[config.mk]
export PLATFORM = sky130hd
export DESIGN_NAME = ring_boundary_buffer
export DESIGN_NICKNAME = d
export VERILOG_FILES = /design/src/rtl/ring_boundary_buffer_pkg.sv /design/src/rtl/ring_boundary_buffer_fifo.sv /design/src/rtl/ring_boundary_buffer.sv
export SDC_FILE = /design/constraint.sdc
export NUM_CORES = 1
export LEC_CHECK = 0
export BUFFER_PORTS_ARGS = -buffer_cell sky130_fd_sc_hd__buf_2
export CAP_MARGIN = 20
export CORE_MARGIN = 3
export CORE_UTILIZATION = 45
export DETAILED_ROUTE_END_ITERATION = 12
export SLEW_MARGIN = 0
export SYNTH_ARGS = -nofsm -noshare
export SYNTH_HDL_FRONTEND = slang
export SYNTH_HIERARCHICAL = 1
export SYNTH_SLANG_ARGS = --single-unit
[constraint.sdc]
create_clock -name clk -period 5.9 [get_ports clk]
set_input_delay 0.885 -clock clk [delete_from_list [all_inputs] [get_ports clk]]
set_output_delay 0.885 -clock clk [all_outputs]
set_load 0.1 [all_outputs]
[src/rtl/ring_boundary_buffer_pkg.sv]
// Shared definitions for the ring boundary buffer: default flit geometry and
// the helper that extracts the in-band valid flag from a flit.
package ring_boundary_buffer_pkg;

  localparam int RING_FLIT_W    = 144;
  localparam int RING_VALID_BIT = 0;

  // Widest flit the helper accepts; narrower flits are zero-extended by the caller.
  localparam int FLIT_W_MAX = 1024;
  localparam int VBIT_W     = $clog2(FLIT_W_MAX);

  function automatic logic flit_valid(input logic [FLIT_W_MAX-1:0] flit,
                                      input logic [VBIT_W-1:0]     vbit);
    return flit[vbit];
  endfunction

endpackage

[src/rtl/ring_boundary_buffer_fifo.sv]
// One channel of the boundary buffer: DEPTH-entry flit queue with a registered
// stall toward the sender (one skid slot) and a sticky overflow flag.
module boundary_fifo
  import ring_boundary_buffer_pkg::*;
#(
  parameter int FLIT_W = RING_FLIT_W,
  parameter int DEPTH  = 4
) (
  input  logic              clk,
  input  logic              rst,
  input  logic [FLIT_W-1:0] flit_in,
  input  logic              push_req,
  input  logic              stall_in,
  output logic [FLIT_W-1:0] flit_out,
  output logic              stall_out,
  output logic              overflow
);

  localparam int PTR_W = $clog2(DEPTH);
  localparam int CNT_W = PTR_W + 1;
  localparam logic [CNT_W-1:0] FULL_CNT = CNT_W'(DEPTH);
  localparam logic [CNT_W-1:0] SKID_CNT = CNT_W'(DEPTH - 1);

  logic [FLIT_W-1:0] mem [DEPTH];
  logic [PTR_W-1:0]  wr_ptr;
  logic [PTR_W-1:0]  rd_ptr;
  logic [CNT_W-1:0]  count;
  logic [CNT_W-1:0]  count_next;
  logic              pop;
  logic              push;
  logic              drop;

  // A full queue still accepts a flit when the head leaves in the same cycle.
  always_comb begin
    pop        = (count != '0) && !stall_in;
    push       = push_req && ((count != FULL_CNT) || pop);
    drop       = push_req && !push;
    count_next = count;
    if (push && !pop) begin
      count_next = count + 1'b1;
    end else if (pop && !push) begin
      count_next = count - 1'b1;
    end
  end

  always_ff @(posedge clk) begin
    if (rst) begin
      wr_ptr    <= '0;
      rd_ptr    <= '0;
      count     <= '0;
      stall_out <= 1'b0;
      overflow  <= 1'b0;
    end else begin
      if (push) begin
        wr_ptr <= wr_ptr + 1'b1;
      end
      if (pop) begin
        rd_ptr <= rd_ptr + 1'b1;
      end
      count     <= count_next;
      stall_out <= (count_next >= SKID_CNT);
      if (drop) begin
        overflow <= 1'b1;
      end
    end
  end

  // Storage is never cleared; the counters alone decide what is live.
  always_ff @(posedge clk) begin
    if (push) begin
      mem[wr_ptr] <= flit_in;
    end
  end

  assign flit_out = (count == '0) ? '0 : mem[rd_ptr];

endmodule

[src/rtl/ring_boundary_buffer.sv]
// NCH-channel boundary stage between local and global rings. Optional
// zero-latency bypass of an empty, unstalled channel under BOUNDARY_BYPASS_EN.
module ring_boundary_buffer
  import ring_boundary_buffer_pkg::*;
#(
  parameter int FLIT_W    = RING_FLIT_W,
  parameter int VALID_BIT = RING_VALID_BIT,
  parameter int NCH       = 2,
  parameter int DEPTH     = 4
) (
  input  logic                  clk,
  input  logic                  rst,
  input  logic [NCH*FLIT_W-1:0] port_ci,
  output logic [NCH*FLIT_W-1:0] port_co,
  input  logic [NCH-1:0]        stall_in,
  output logic [NCH-1:0]        stall_out,
  output logic [NCH-1:0]        overflow
);

  for (genvar c = 0; c < NCH; c++) begin : g_ch
    logic [FLIT_W-1:0] ch_in;
    logic [FLIT_W-1:0] fifo_out;
    logic              ch_valid;
    logic              push_req;

    assign ch_in    = port_ci[c*FLIT_W +: FLIT_W];
    assign ch_valid = flit_valid(FLIT_W_MAX'(ch_in), VBIT_W'(VALID_BIT));

    boundary_fifo #(
      .FLIT_W (FLIT_W),
      .DEPTH  (DEPTH)
    ) u_fifo (
      .clk       (clk),
      .rst       (rst),
      .flit_in   (ch_in),
      .push_req  (push_req),
      .stall_in  (stall_in[c]),
      .flit_out  (fifo_out),
      .stall_out (stall_out[c]),
      .overflow  (overflow[c])
    );

`ifdef BOUNDARY_BYPASS_EN
    // Queued flits are always valid, so an invalid head means the queue is empty.
    logic head_valid;
    logic bypass;

    assign head_valid = flit_valid(FLIT_W_MAX'(fifo_out), VBIT_W'(VALID_BIT));
    assign bypass     = !head_valid && !stall_in[c] && ch_valid;
    assign push_req   = ch_valid && !bypass;
    assign port_co[c*FLIT_W +: FLIT_W] = bypass ? ch_in : fifo_out;
`else
    assign push_req = ch_valid;
    assign port_co[c*FLIT_W +: FLIT_W] = fifo_out;
`endif
  end

endmodule

Word-level counts from Yosys, hierarchy flattened --
Memory sizes are Yosys's and may differ from the RTL's. A register that Yosys moved wholly into a read port is not among the register bits. Cells that the tools add are included. W data, S select, Z words.
Storage, ports and cells: memories kept 2, RAM bits 1152, output and inout bits 292, register bits 18
Memories:
- g_ch[0].u_fifo.mem | words 4, bits a word 144, rd ports 1, clocked after memory_dff 1, wr ports 1, RTL line ring_boundary_buffer_fifo.sv:24 | logic [FLIT_W-1:0] mem [DEPTH];
- g_ch[1].u_fifo.mem | words 4, bits a word 144, rd ports 1, clocked after memory_dff 1, wr ports 1, RTL line ring_boundary_buffer_fifo.sv:24
Operators by class: add/sub/neg operators 8, magnitude comparators 2, reductions and logical operators 22, multiplexer cells 14, equality and inequality tests 2
Operators with widths (number):
- $mux W144 | 2
- $mux W3 | 4
- $logic_and A1 B1 Y1 | 10
- $add A2 B1 Y2 const B | 4
- $mux W2 | 4
- $add A3 B1 Y3 const B | 2
- $ge A3 B2 Y1 const B | 2
- $logic_not A1 Y1 | 6
- $logic_not A3 Y1 | 2
- $ne A3 B3 Y1 const B | 2
- $reduce_bool A3 Y1 | 2
- $sub A3 B1 Y3 const B | 2
- $mux W1 | 4
- $logic_or A1 B1 Y1 | 2

Longest topological paths before layout --
depth in word-level cells 9, mapped depth 8, mapped depth without buffers 6

By module --
Netlist, hierarchy kept.
Modules (own cells, without submodules):
- boundary_fifo (g_ch[0].u_fifo) | instances 1, sequential area each 17516.8 um^2, area an instance 22374.0 um^2, cells each 989
- boundary_fifo (g_ch[1].u_fifo) | instances 1, sequential area each 17516.8 um^2, area an instance 22327.7 um^2, cells each 984

Worst setup path after synthesis --
OpenSTA, ideal clock, no wires.
kind input to register, start input port_ci[0], end memory g_ch[0].u_fifo/mem[1][0] (netlist name) (enable), path slack 577 ps, required time 5379 ps, arrival 4803 ps, cell stages on the path 4, path buffers 1, cells stage by stage buf_4 > inv_1 > a31oi_1 > and2_1
On the way: word-level cells in the longest chain between the ends 3
Ends and longest elaborated chain:
- start, declared | RTL line ring_boundary_buffer.sv:13 | input logic [NCH*FLIT_W-1:0] port_ci,
- $logic_and A1 B1 Y1 | RTL line ring_boundary_buffer_fifo.sv:36 | push = push_req && ((count != FULL_CNT) || pop);
- $mux W1 | RTL line ring_boundary_buffer_fifo.sv:70 | if (push) begin
- $mux W1 (implied by the code) | RTL line ring_boundary_buffer_fifo.sv:71 | mem[wr_ptr] <= flit_in;
- end, declared | RTL line ring_boundary_buffer_fifo.sv:24
No other way between the ends.

Worst setup path after layout --
start register g_ch[1].u_fifo.count[0], end output port_co[170]
On the way: word-level cells in the longest chain between the ends 2
Ends and longest elaborated chain:
- start, declared | RTL line ring_boundary_buffer_fifo.sv:27 | logic [CNT_W-1:0] count;
- start signal, assigned | RTL line ring_boundary_buffer_fifo.sv:60 | count <= count_next;
- $logic_not A3 Y1 | RTL line ring_boundary_buffer_fifo.sv:75 | assign flit_out = (count == '0) ? '0 : mem[rd_ptr];
- $mux W144 | RTL line ring_boundary_buffer_fifo.sv:75
- end, declared | RTL line ring_boundary_buffer.sv:14 | output logic [NCH*FLIT_W-1:0] port_co,
No other way between the ends.

==> impl_metrics.toml <==
[status]
outcome = "completed"

[synth]
synth_common_cells = "edfxtp_1, mux4_2, and2_1, nor2b_1, clkbuf_1"
synthesis.area_um2 = 44700
synth-seq-cells = 1174
synth-edff-count = 1152
async_flop_share_pct = 0
synth_warnings = 6
synth-seq-area-share_pct = 78.4
synth_most_common_cell = "edfxtp_1"
synthDominantCellAreaShare_pct = 77.4
synth_area_per_cell_um2 = 22.7
synth_cells = 1973
synthFlopType = "edfxtp_1"
syn_nets = 2279
synth_cell_types = 40
yosysTopAreaCell = "edfxtp_1"
synth_area_leaders = "edfxtp_1, mux4_2, and2_1"

[timing]
setup_violations = 0
fin_setup_tns_ps = 0
fin_skew_ps = 23.7
drv_slew = 0
tightest_slew_ps = 1080
post-route-period-util_pct = 71.6
fmax_ghz = 0.237
rsz0062_at_grt = "false"
hold_viol = 0
max_slew_margin_pct = 27.9
min_period_ps = 4220

[final_layout]
final_area_um2 = 53100
drive_above_1_share_pct = 40.4
seqCellArea_um2 = 35000
nFillCells = 7595
multi_input_area_um2 = 9090
final_net_count = 2909
synthToLayoutAreaGrowth_pct = 18.8

[cts]
cts_num_sinks = 1174
holdBufCountCts = 0
clkTransAtPathRegs_ps = 60
postCtsSetupBuffers = 0
cts_buffer_depth = 3
cts_inserted_buffers = 119
cts-resized-gates = 0
htreeDepth = 3
clk_latency_ps = 700
cts_tree = "yes"
root_buffer = "clkbuf_16"

[global_route]
grt_max_degree = 97
grt_pass1_vias = 22900
antenna_found_initial = 42
track_usage_pct = 19.3
grt_pass1_wl_mm = 148
grt-ovfl-total = 0

[critical_path]
setup.worst_path.class = "flip-flop to output port"
cp_cell_sequence = "inv_1 -> ha_1 -> nand2b_4 -> buf_4 -> and2_1 -> buf_2"
arrival_ps = 3340
cp_slowest_cell = "nand2b_4"
path_buf_inv = 3
critPathMaxStageDelay_ps = 750
startpoint_type = "flip-flop"
path_max_fanout = 96
crit_family = "buffers and inverters"
critical_path_required_ps = 5020
endpoint_kind = "output port"

[drt]
drt_iter0_markers = 1572
wl_mm = 100
drc = 0
dr.pass1.iters = 5
via_per_inst = 5.41
routedWlPerCell_um = 25.0
ant_nets = 0
vias = 21700

[placement]
place_congestion = 0.778
place_area_um2 = 49100
post-dp-hpwl_mm = 62.4
io_buffers = 583

[floorplan]
die_x_um = 321
die_y_um = 321
core_um2 = 97600
die_area_um2 = 103000
rows = 114
ios = 584
start_util_pct = 45.8

[hold_path]
min_path_type = "primary input to flip-flop"

[job]
maxCapViolations = 0
-- cell type report --
cell class | instances | share of cell area [%]
antenna | 19 | 0.0895
clock buffer | 138 | 5.78
clock inverter | 87 | 1.61
inverter | 13 | 0.0919
multi-input combinational | 682 | 17.1
sequential | 1174 | 66.0
tap | 1276 | 3.01
timing repair buffer | 613 | 6.33
-- sequential cells by signal (all words and copies together), names as in the netlist, named ones only --
name	flops
g_ch.u_fifo/count	6
g_ch.u_fifo/mem	1152
g_ch.u_fifo/overflow	2
g_ch.u_fifo/rd_ptr	4
g_ch.u_fifo/stall_out	2
g_ch.u_fifo/wr_ptr	4
-- worst paths after layout --
kind	end	startpoint	cells past startpoint	slack, ps
worst min register to register	g_ch[0].u_fifo/overflow$_SDFFE_PP0P_	g_ch[0].u_fifo/overflow$_SDFFE_PP0P_	2	480
worst max register to register	g_ch[1].u_fifo/mem[0][112]$_DFFE_PP_	g_ch[1].u_fifo/count[0]$_SDFF_PP0_	5	2640
worst max-delay path	port_co[170]	g_ch[1].u_fifo/count[0]$_SDFF_PP0_	6	1680
worst min-delay path	g_ch[0].u_fifo/mem[2][8]$_DFFE_PP_	port_ci[8]	1	400
-- cells by family (layout without fill, tap and decap cells) --
kind of cell,Yosys count,count (layout),share of synthesized area [%]
xor+xnor,7,7,0.137
simple gates,339,339,4.67
mux,292,292,14.6
buf+inv,117,851,1.36
flops,1174,1174,78.4
fa+ha+maj,15,15,0.414
compound gates,29,29,0.442
other cells,0,19,0
-- cell usage in the layout (no fill, tap or decap), types with 19 or more instances in the layout --
| cell type | synthesis | routed |
|---|---|---|
| and2_1 | 152 | 144 |
| buf_2 | 40 | 583 |
| clkbuf_16 | 0 | 120 |
| clkinv_1 | 0 | 31 |
| clkinv_2 | 0 | 24 |
| diode_2 | 0 | 19 |
| edfxtp_1 | 1152 | 1152 |
| mux4_2 | 288 | 288 |
| nor2_1 | 19 | 19 |
| nor2b_1 | 149 | 148 |
-- routing by layer --
layer | track usage, % | wire length (um) | up-vias | share of wire (%)
met5 | 0 | 206 | - | 0.21
met3 | 6.07 | 7950 | 196 | 7.9
li1 | - | - | 9357 | -
met2 | 32.4 | 50500 | 695 | 50
met4 | 5.40 | 2520 | 34 | 2.5
met1 | 24.4 | 39000 | 11400 | 39
-- stage by stage --
stage | hold WS (ps) | utilization, % | cells | setup WS [ps]
6_report | 396 | 54.5 | 4002 | 1680
5_1_grt | 346 | 54.4 | 3989 | 1370
4_1_cts | 328 | 54.4 | 3982 | 1510
3_5_place_dp | 468 | 50.4 | 3757 | 2230
3_3_place_gp | 477 | 50.4 | 3757 | 2300
2_1_floorplan | 488 | - | 1973 | 577
Power is left out: the tool's default activity adds up to more than one toggle a clock period on the data nets, which glitch-free logic cannot reach.
